===== config.mk =====
export PLATFORM = sky130hd
export DESIGN_NAME = screen_mux_fade_flat
export DESIGN_NICKNAME = d
export VERILOG_FILES = /design/src/rtl/game_pkg.sv /design/src/rtl/vga_if.sv /design/src/rtl/rgb_dim.sv /design/src/rtl/screen_mux_fade.sv /design/src/flat_wrapper.sv
export SDC_FILE = /design/constraint.sdc
export NUM_CORES = 1
export LEC_CHECK = 0
export CORE_ASPECT_RATIO = 2
export CORE_MARGIN = 2
export CORE_UTILIZATION = 48
export DETAILED_ROUTE_END_ITERATION = 10
export PLACE_DENSITY = 0.83
export SYNTH_ARGS = -nofsm -noshare
export SYNTH_HDL_FRONTEND = slang
export SYNTH_SLANG_ARGS = --single-unit

===== constraint.sdc =====
create_clock -name clk -period 9.26 [get_ports clk]
set_input_delay 1.852 -clock clk [delete_from_list [all_inputs] [get_ports clk]]
set_output_delay 1.852 -clock clk [all_outputs]
set_load 0.05 [all_outputs]

===== src/rtl/game_pkg.sv =====
// game_pkg: shared fade FSM states and pixel constants for the screen selector.
package game_pkg;
    typedef enum logic [1:0] {STEADY, FADE_OUT, FADE_IN} fade_state_t;
    localparam logic [3:0] LEVEL_MAX = 4'd15;
    localparam int RGB_W = 12;
endpackage


===== src/rtl/vga_if.sv =====
// vga_if: VGA timing plus 4:4:4 pixel bundle.
interface vga_if;
    logic [10:0] vcount;
    logic [10:0] hcount;
    logic        vsync;
    logic        vblnk;
    logic        hsync;
    logic        hblnk;
    logic [11:0] rgb;
    modport in  (input  vcount, vsync, vblnk, hcount, hsync, hblnk, rgb);
    modport out (output vcount, vsync, vblnk, hcount, hsync, hblnk, rgb);
endinterface


===== src/rtl/rgb_dim.sv =====
// rgb_dim: scales each 4-bit channel of a 4:4:4 pixel by a 4-bit brightness level.
module rgb_dim
    import game_pkg::*;
(
    input  logic [RGB_W-1:0] rgb_i,
    input  logic [3:0]       level_i,
    output logic [RGB_W-1:0] rgb_o
);
    logic [RGB_W-1:0] scaled;
    for (genvar c = 0; c < 3; c++) begin : g_ch
        assign scaled[4*c +: 4] = 4'(({4'd0, rgb_i[4*c +: 4]} * {4'd0, level_i}) >> 4);
    end
    // Full level bypasses the multiply so x*15/16 truncation never dims a steady screen
    assign rgb_o = (level_i == LEVEL_MAX) ? rgb_i : scaled;
endmodule


===== src/rtl/screen_mux_fade.sv =====
// screen_mux_fade: frame-synchronous screen selector with optional fade-out/fade-in.
module screen_mux_fade
    import game_pkg::*;
#(
    parameter int  N_SCREENS    = 4,
    parameter int  STEP_FRAMES  = 2,
    parameter bit  FADE_EN      = 1'b1,
    parameter int  RESET_SCREEN = 0,
    localparam int SEL_W        = $clog2(N_SCREENS)
) (
    input  logic                            clk,
    input  logic                            rst,
    input  logic [SEL_W-1:0]                sel,
    input  logic [N_SCREENS-1:0][RGB_W-1:0] screen_rgb,
    vga_if.in                               vga_in,
    vga_if.out                              vga_out,
    output logic [SEL_W-1:0]                active_screen,
    output logic                            busy
);
    fade_state_t      state_q, state_d;
    logic [3:0]       level_q, level_d;
    logic [7:0]       cnt_q, cnt_d;
    logic [SEL_W-1:0] active_q, active_d;
    logic [SEL_W-1:0] target_q, target_d;
    logic             vblnk_q;
    logic             fb;
    logic             pending;
    logic             step_done;
    logic [RGB_W-1:0] dim_rgb;

    assign fb            = vga_in.vblnk & ~vblnk_q;
    assign pending       = target_q != active_q;
    assign step_done     = cnt_q == 8'(STEP_FRAMES - 1);
    assign active_screen = active_q;
    assign busy          = (state_q != STEADY) | pending;

    always_comb begin
        state_d  = state_q;
        level_d  = level_q;
        cnt_d    = cnt_q;
        active_d = active_q;
        target_d = (int'(sel) < N_SCREENS) ? sel : target_q;
        if (fb) begin
            case (state_q)
                STEADY: begin
                    if (pending && FADE_EN)
                        state_d = FADE_OUT;
                    else if (pending)
                        active_d = target_q;
                end
                FADE_OUT, FADE_IN: begin
                    cnt_d = step_done ? 8'd0 : cnt_q + 8'd1;
                    if (step_done) begin
                        level_d = (state_q == FADE_OUT) ? level_q - 4'd1 : level_q + 4'd1;
                        // The swap happens at black; whatever target holds now wins
                        if (state_q == FADE_OUT && level_q == 4'd1) begin
                            active_d = target_q;
                            state_d  = FADE_IN;
                        end
                        if (state_q == FADE_IN && level_q == LEVEL_MAX - 4'd1)
                            state_d = STEADY;
                    end
                end
                default: state_d = STEADY;
            endcase
        end
    end

    rgb_dim u_dim (
        .rgb_i   (screen_rgb[active_q]),
        .level_i (level_q),
        .rgb_o   (dim_rgb)
    );

    always_ff @(posedge clk) begin
        if (rst) begin
            state_q        <= STEADY;
            level_q        <= LEVEL_MAX;
            cnt_q          <= '0;
            active_q       <= SEL_W'(RESET_SCREEN);
            target_q       <= SEL_W'(RESET_SCREEN);
            vblnk_q        <= 1'b0;
            vga_out.vcount <= '0;
            vga_out.vsync  <= 1'b0;
            vga_out.vblnk  <= 1'b0;
            vga_out.hcount <= '0;
            vga_out.hsync  <= 1'b0;
            vga_out.hblnk  <= 1'b0;
            vga_out.rgb    <= '0;
        end else begin
            state_q        <= state_d;
            level_q        <= level_d;
            cnt_q          <= cnt_d;
            active_q       <= active_d;
            target_q       <= target_d;
            vblnk_q        <= vga_in.vblnk;
            vga_out.vcount <= vga_in.vcount;
            vga_out.vsync  <= vga_in.vsync;
            vga_out.vblnk  <= vga_in.vblnk;
            vga_out.hcount <= vga_in.hcount;
            vga_out.hsync  <= vga_in.hsync;
            vga_out.hblnk  <= vga_in.hblnk;
            vga_out.rgb    <= (vga_in.hblnk | vga_in.vblnk) ? '0 : dim_rgb;
        end
    end
endmodule


===== src/flat_wrapper.sv =====
// flat-port wrapper written by rule: the top's interface ports become plain ports
module screen_mux_fade_flat import game_pkg::*;
#(
    parameter int  N_SCREENS    = 4,
    parameter int  STEP_FRAMES  = 2,
    parameter bit  FADE_EN      = 1'b1,
    parameter int  RESET_SCREEN = 0,
    localparam int SEL_W        = $clog2(N_SCREENS)
)
  (clk, rst, sel, screen_rgb, active_screen, busy, vga_in_vcount, vga_in_vsync, vga_in_vblnk, vga_in_hcount, vga_in_hsync, vga_in_hblnk, vga_in_rgb, vga_out_vcount, vga_out_vsync, vga_out_vblnk, vga_out_hcount, vga_out_hsync, vga_out_hblnk, vga_out_rgb);
  vga_if vga_in_i ();
  vga_if vga_out_i ();
  input  logic clk;
  input  logic rst;
  input  logic [SEL_W-1:0] sel;
  input  logic [N_SCREENS-1:0][RGB_W-1:0] screen_rgb;
  output logic [SEL_W-1:0] active_screen;
  output logic busy;
  input wire logic [$bits(vga_in_i.vcount)-1:0] vga_in_vcount;
  input wire logic [$bits(vga_in_i.vsync)-1:0] vga_in_vsync;
  input wire logic [$bits(vga_in_i.vblnk)-1:0] vga_in_vblnk;
  input wire logic [$bits(vga_in_i.hcount)-1:0] vga_in_hcount;
  input wire logic [$bits(vga_in_i.hsync)-1:0] vga_in_hsync;
  input wire logic [$bits(vga_in_i.hblnk)-1:0] vga_in_hblnk;
  input wire logic [$bits(vga_in_i.rgb)-1:0] vga_in_rgb;
  output wire logic [$bits(vga_out_i.vcount)-1:0] vga_out_vcount;
  output wire logic [$bits(vga_out_i.vsync)-1:0] vga_out_vsync;
  output wire logic [$bits(vga_out_i.vblnk)-1:0] vga_out_vblnk;
  output wire logic [$bits(vga_out_i.hcount)-1:0] vga_out_hcount;
  output wire logic [$bits(vga_out_i.hsync)-1:0] vga_out_hsync;
  output wire logic [$bits(vga_out_i.hblnk)-1:0] vga_out_hblnk;
  output wire logic [$bits(vga_out_i.rgb)-1:0] vga_out_rgb;
  assign vga_in_i.vcount = vga_in_vcount;
  assign vga_in_i.vsync = vga_in_vsync;
  assign vga_in_i.vblnk = vga_in_vblnk;
  assign vga_in_i.hcount = vga_in_hcount;
  assign vga_in_i.hsync = vga_in_hsync;
  assign vga_in_i.hblnk = vga_in_hblnk;
  assign vga_in_i.rgb = vga_in_rgb;
  assign vga_out_vcount = vga_out_i.vcount;
  assign vga_out_vsync = vga_out_i.vsync;
  assign vga_out_vblnk = vga_out_i.vblnk;
  assign vga_out_hcount = vga_out_i.hcount;
  assign vga_out_hsync = vga_out_i.hsync;
  assign vga_out_hblnk = vga_out_i.hblnk;
  assign vga_out_rgb = vga_out_i.rgb;
  screen_mux_fade #(.N_SCREENS(N_SCREENS), .STEP_FRAMES(STEP_FRAMES), .FADE_EN(FADE_EN), .RESET_SCREEN(RESET_SCREEN)) u_core (.clk(clk), .rst(rst), .sel(sel), .screen_rgb(screen_rgb), .vga_in(vga_in_i), .vga_out(vga_out_i), .active_screen(active_screen), .busy(busy));
endmodule

==> flow_summary.ini <==
[finish]
final_cell_mix = clkdlybuf4s50_1 (118), dfxtp_1 (56), ha_1 (40)
final_common_cell = clkdlybuf4s50_1
layout.nets = 584
multi_input_area_mm2 = 0.00227
stdcell_count = 538
n_antenna_cell = 0
fill_cells = 563
stdcell_area_mm2 = 0.00490
regArea_mm2 = 0.00112
drive_above_1_share_pct = 6.05
syn_to_final_growth_pct = 39.2

[placement]
gp_congestion = 0.841
io_buffers = 118
place_area_mm2 = 0.00475
dp.cells = 530
hpwl_um = 5900

[detailed_routing]
drc = 0
ant_nets = 0
dr.pass1.iters = 4
viasPerCell = 5.18
via_count = 2788
drtIter0Drc = 57
avgRoutedWirePerCell_um = 14.0
routed_wl_um = 7550

[worst_hold_path]
hold_class = reg2reg
hold_start = u_core.target_q[0]

[logic_synthesis]
ys_ff_latch = 56
async_flop_share_pct = 0
seq_area_frac_synth_pct = 31.9
synth-edff-count = 0
ys_types = 46
syn_nets = 475
syn_area_mm2 = 0.00352
synth.area.mux_share_pct = 9.99
synth_simple_gate_area_share_pct = 21.1
synth_ff_type = dfxtp_1
netlist_instances = 336
synth_top_family_by_area = simple AND/OR/NAND/NOR gates
synthAdderAreaFrac_pct = 19.3
synth_compound_area_share_pct = 7.64
synth_xor_area_share_pct = 5.97
syn_area_per_cell_um2 = 10.5
yosys_warnings = 0

[power_and_ir_drop]
power.density_mw_per_mm2 = 135
p_total_mw = 0.664
total_leakage_power_nw = 2.05
irDropWorstVdd_v = 0.000104

[timing]
max_freq_mhz = 198
finalClockSkew_ps = 3.02
fin_crit_sh_pct = 54.4
finalHoldViolCount = 0
fin_setup_tns_ps = 0
fin_crit_ps = 5040
timing.slew.headroom_pct = 24.5
setup_viol = 0
worst-slew-pin-transition_ps = 1120
finalMaxSlewViolations = 0
grt_setup_unrepaired = false

[clocking]
numCtsBuffers = 5
cts_root_buffer = clkbuf_16
cts_buffer_depth = 2
clkSlewWorstSetupHoldPaths_ps = 70
ctsHoldBuffers = 0
postCtsSetupRepairBufs = 0
tritoncts = yes
cts_sinks = 56
cts_resized = 0
h-tree-depth = 2
clk_latency_ps = 290

[global_routing]
grt_overflow_total = 0
track_usage_pct = 19.6
antenna_found_initial = 0
grt_pass1_wl_um = 12700
grt_pass1_vias = 2866
grt_max_degree = 40

[die]
rows = 44
start_util_pct = 49.2
fp.dieW_um = 64.6
die_h_um = 125
die-area_mm2 = 0.00808
io_pins = 131
coreArea_mm2 = 0.00716

[setup_path]
critPathKind = in2reg
cp-start-kind = primary input
crit_chain = clkdlybuf4s50_1 > mux4_1 > nand2_1 > fa_1 > fa_1 > inv_1 > ha_1 > and4_1 > and4_1 > a211oi_2 > xnor2_1 > a22o_1
cp.arrival_ps = 5230
endpoint_kind = flop
required_ps = 9450
path_max_fanout = 5
cp-startpoint = screen_rgb[26]
slowest_stage = mux4_1
critPathMaxStageDelay_ps = 610
reg2reg_from = u_core.active_screen[0]

[run]
max-cap-violations = 0

[status]
outcome = finished, final reports clean
## worst max-delay path: cells and delay by family
family / cells / cell delay (ps)
buffers and inverters: 2 / 480
XOR/XNOR: 1 / 90
multiplexers: 1 / 610
AO/OA/AOI/OAI: 2 / 410
AND/OR/NAND/NOR: 3 / 550
adder cells (fa/ha/maj): 3 / 1260
## Yosys cell counts (all sizes together) (2+ instances only)
cell	number	area (um^2)
and4	5	43.8
clkbuf	14	52.6
fa	9	180
nor4b	2	17.5
nor3	2	10.0
and3	8	60.1
a22o	12	105
nor2b	29	181
mux2i	4	40.0
dfxtp	56	1120
a211oi	3	32.5
nand2	14	52.6
mux4	12	300
ha	40	500
nor2	18	67.6
inv	15	56.3
a21o	6	46.3
xnor2	18	158
nand2b	3	18.8
a31oi	3	18.8
xor2	6	52.6
and2	28	178
nand3	3	15.0
buf	3	36.3
nand4	6	37.5
a21oi	4	20.0
## worst paths after layout
kind / end / slack (ps) / cells past startpoint
max: u_core.vga_out.rgb[3] / 4220 / 12
min: u_core.active_screen[0] / 530 / 2
max reg2reg: u_core.vga_out.rgb[11] / 5140 / 10
min reg2reg: u_core.active_screen[0] / 530 / 2
## per-stage QoR
stage | utilization (%) | worst slack (ps) | hold slack, ps
after global routing | 68.5 | 4100 | 557
after global placement | 66.3 | 3930 | 492
final | 68.5 | 4220 | 526
after CTS | 68.5 | 4230 | 520
after detailed placement | 66.3 | 3920 | 502
after floorplan | - | 4490 | 481
## report_power, final
part           switching, mW  internal [mW]  total (mW)
sequential           0.00462          0.250       0.255
clock                 0.0888          0.103       0.191
combinational          0.106          0.112       0.217
## metal layers
metal  wire [um]  up-vias  share of wire [%]  GRT usage [%]
met5           0        -                  0              0
met3         485       10                6.4           4.23
met1        3210     1286                 43           23.2
met4         112        0                1.5           6.13
li1            -     1383                  -              -
met2        3740      109                 50           34.7
## sequential cells by signal, indices dropped and copies added (netlist names)
register	cells
u_core.cnt_q	8
u_core.vga_out.rgb	12
u_core.state_q	2
u_core.vga_out.hsync	1
u_core.active_screen	2
u_core.vga_out.vsync	1
u_core.target_q	2
u_core.vga_out.vcount	11
u_core.level_q	4
u_core.vga_out.hcount	11
u_core.vblnk_q	1
u_core.vga_out.hblnk	1
## final cells by class
type	instances	area share, %
clock buffer	5	2.55
clock inverter	3	0.562
multi-input combinational	248	46.2
tap	92	2.35
sequential	56	22.9
inverter	15	1.15
timing repair buffer	119	24.3
## cell families (layout without fill, tap and decap cells)
family	count (synthesis)	in the layout
adders and majority gates	49	49
AOI/OAI and AO/OA	33	33
xor gates and xnor gates	24	24
buffers and inverters	32	142
muxes	17	17
and+or+nand+nor	125	125
DFF	56	56
Power figures use the tool's default switching activity.
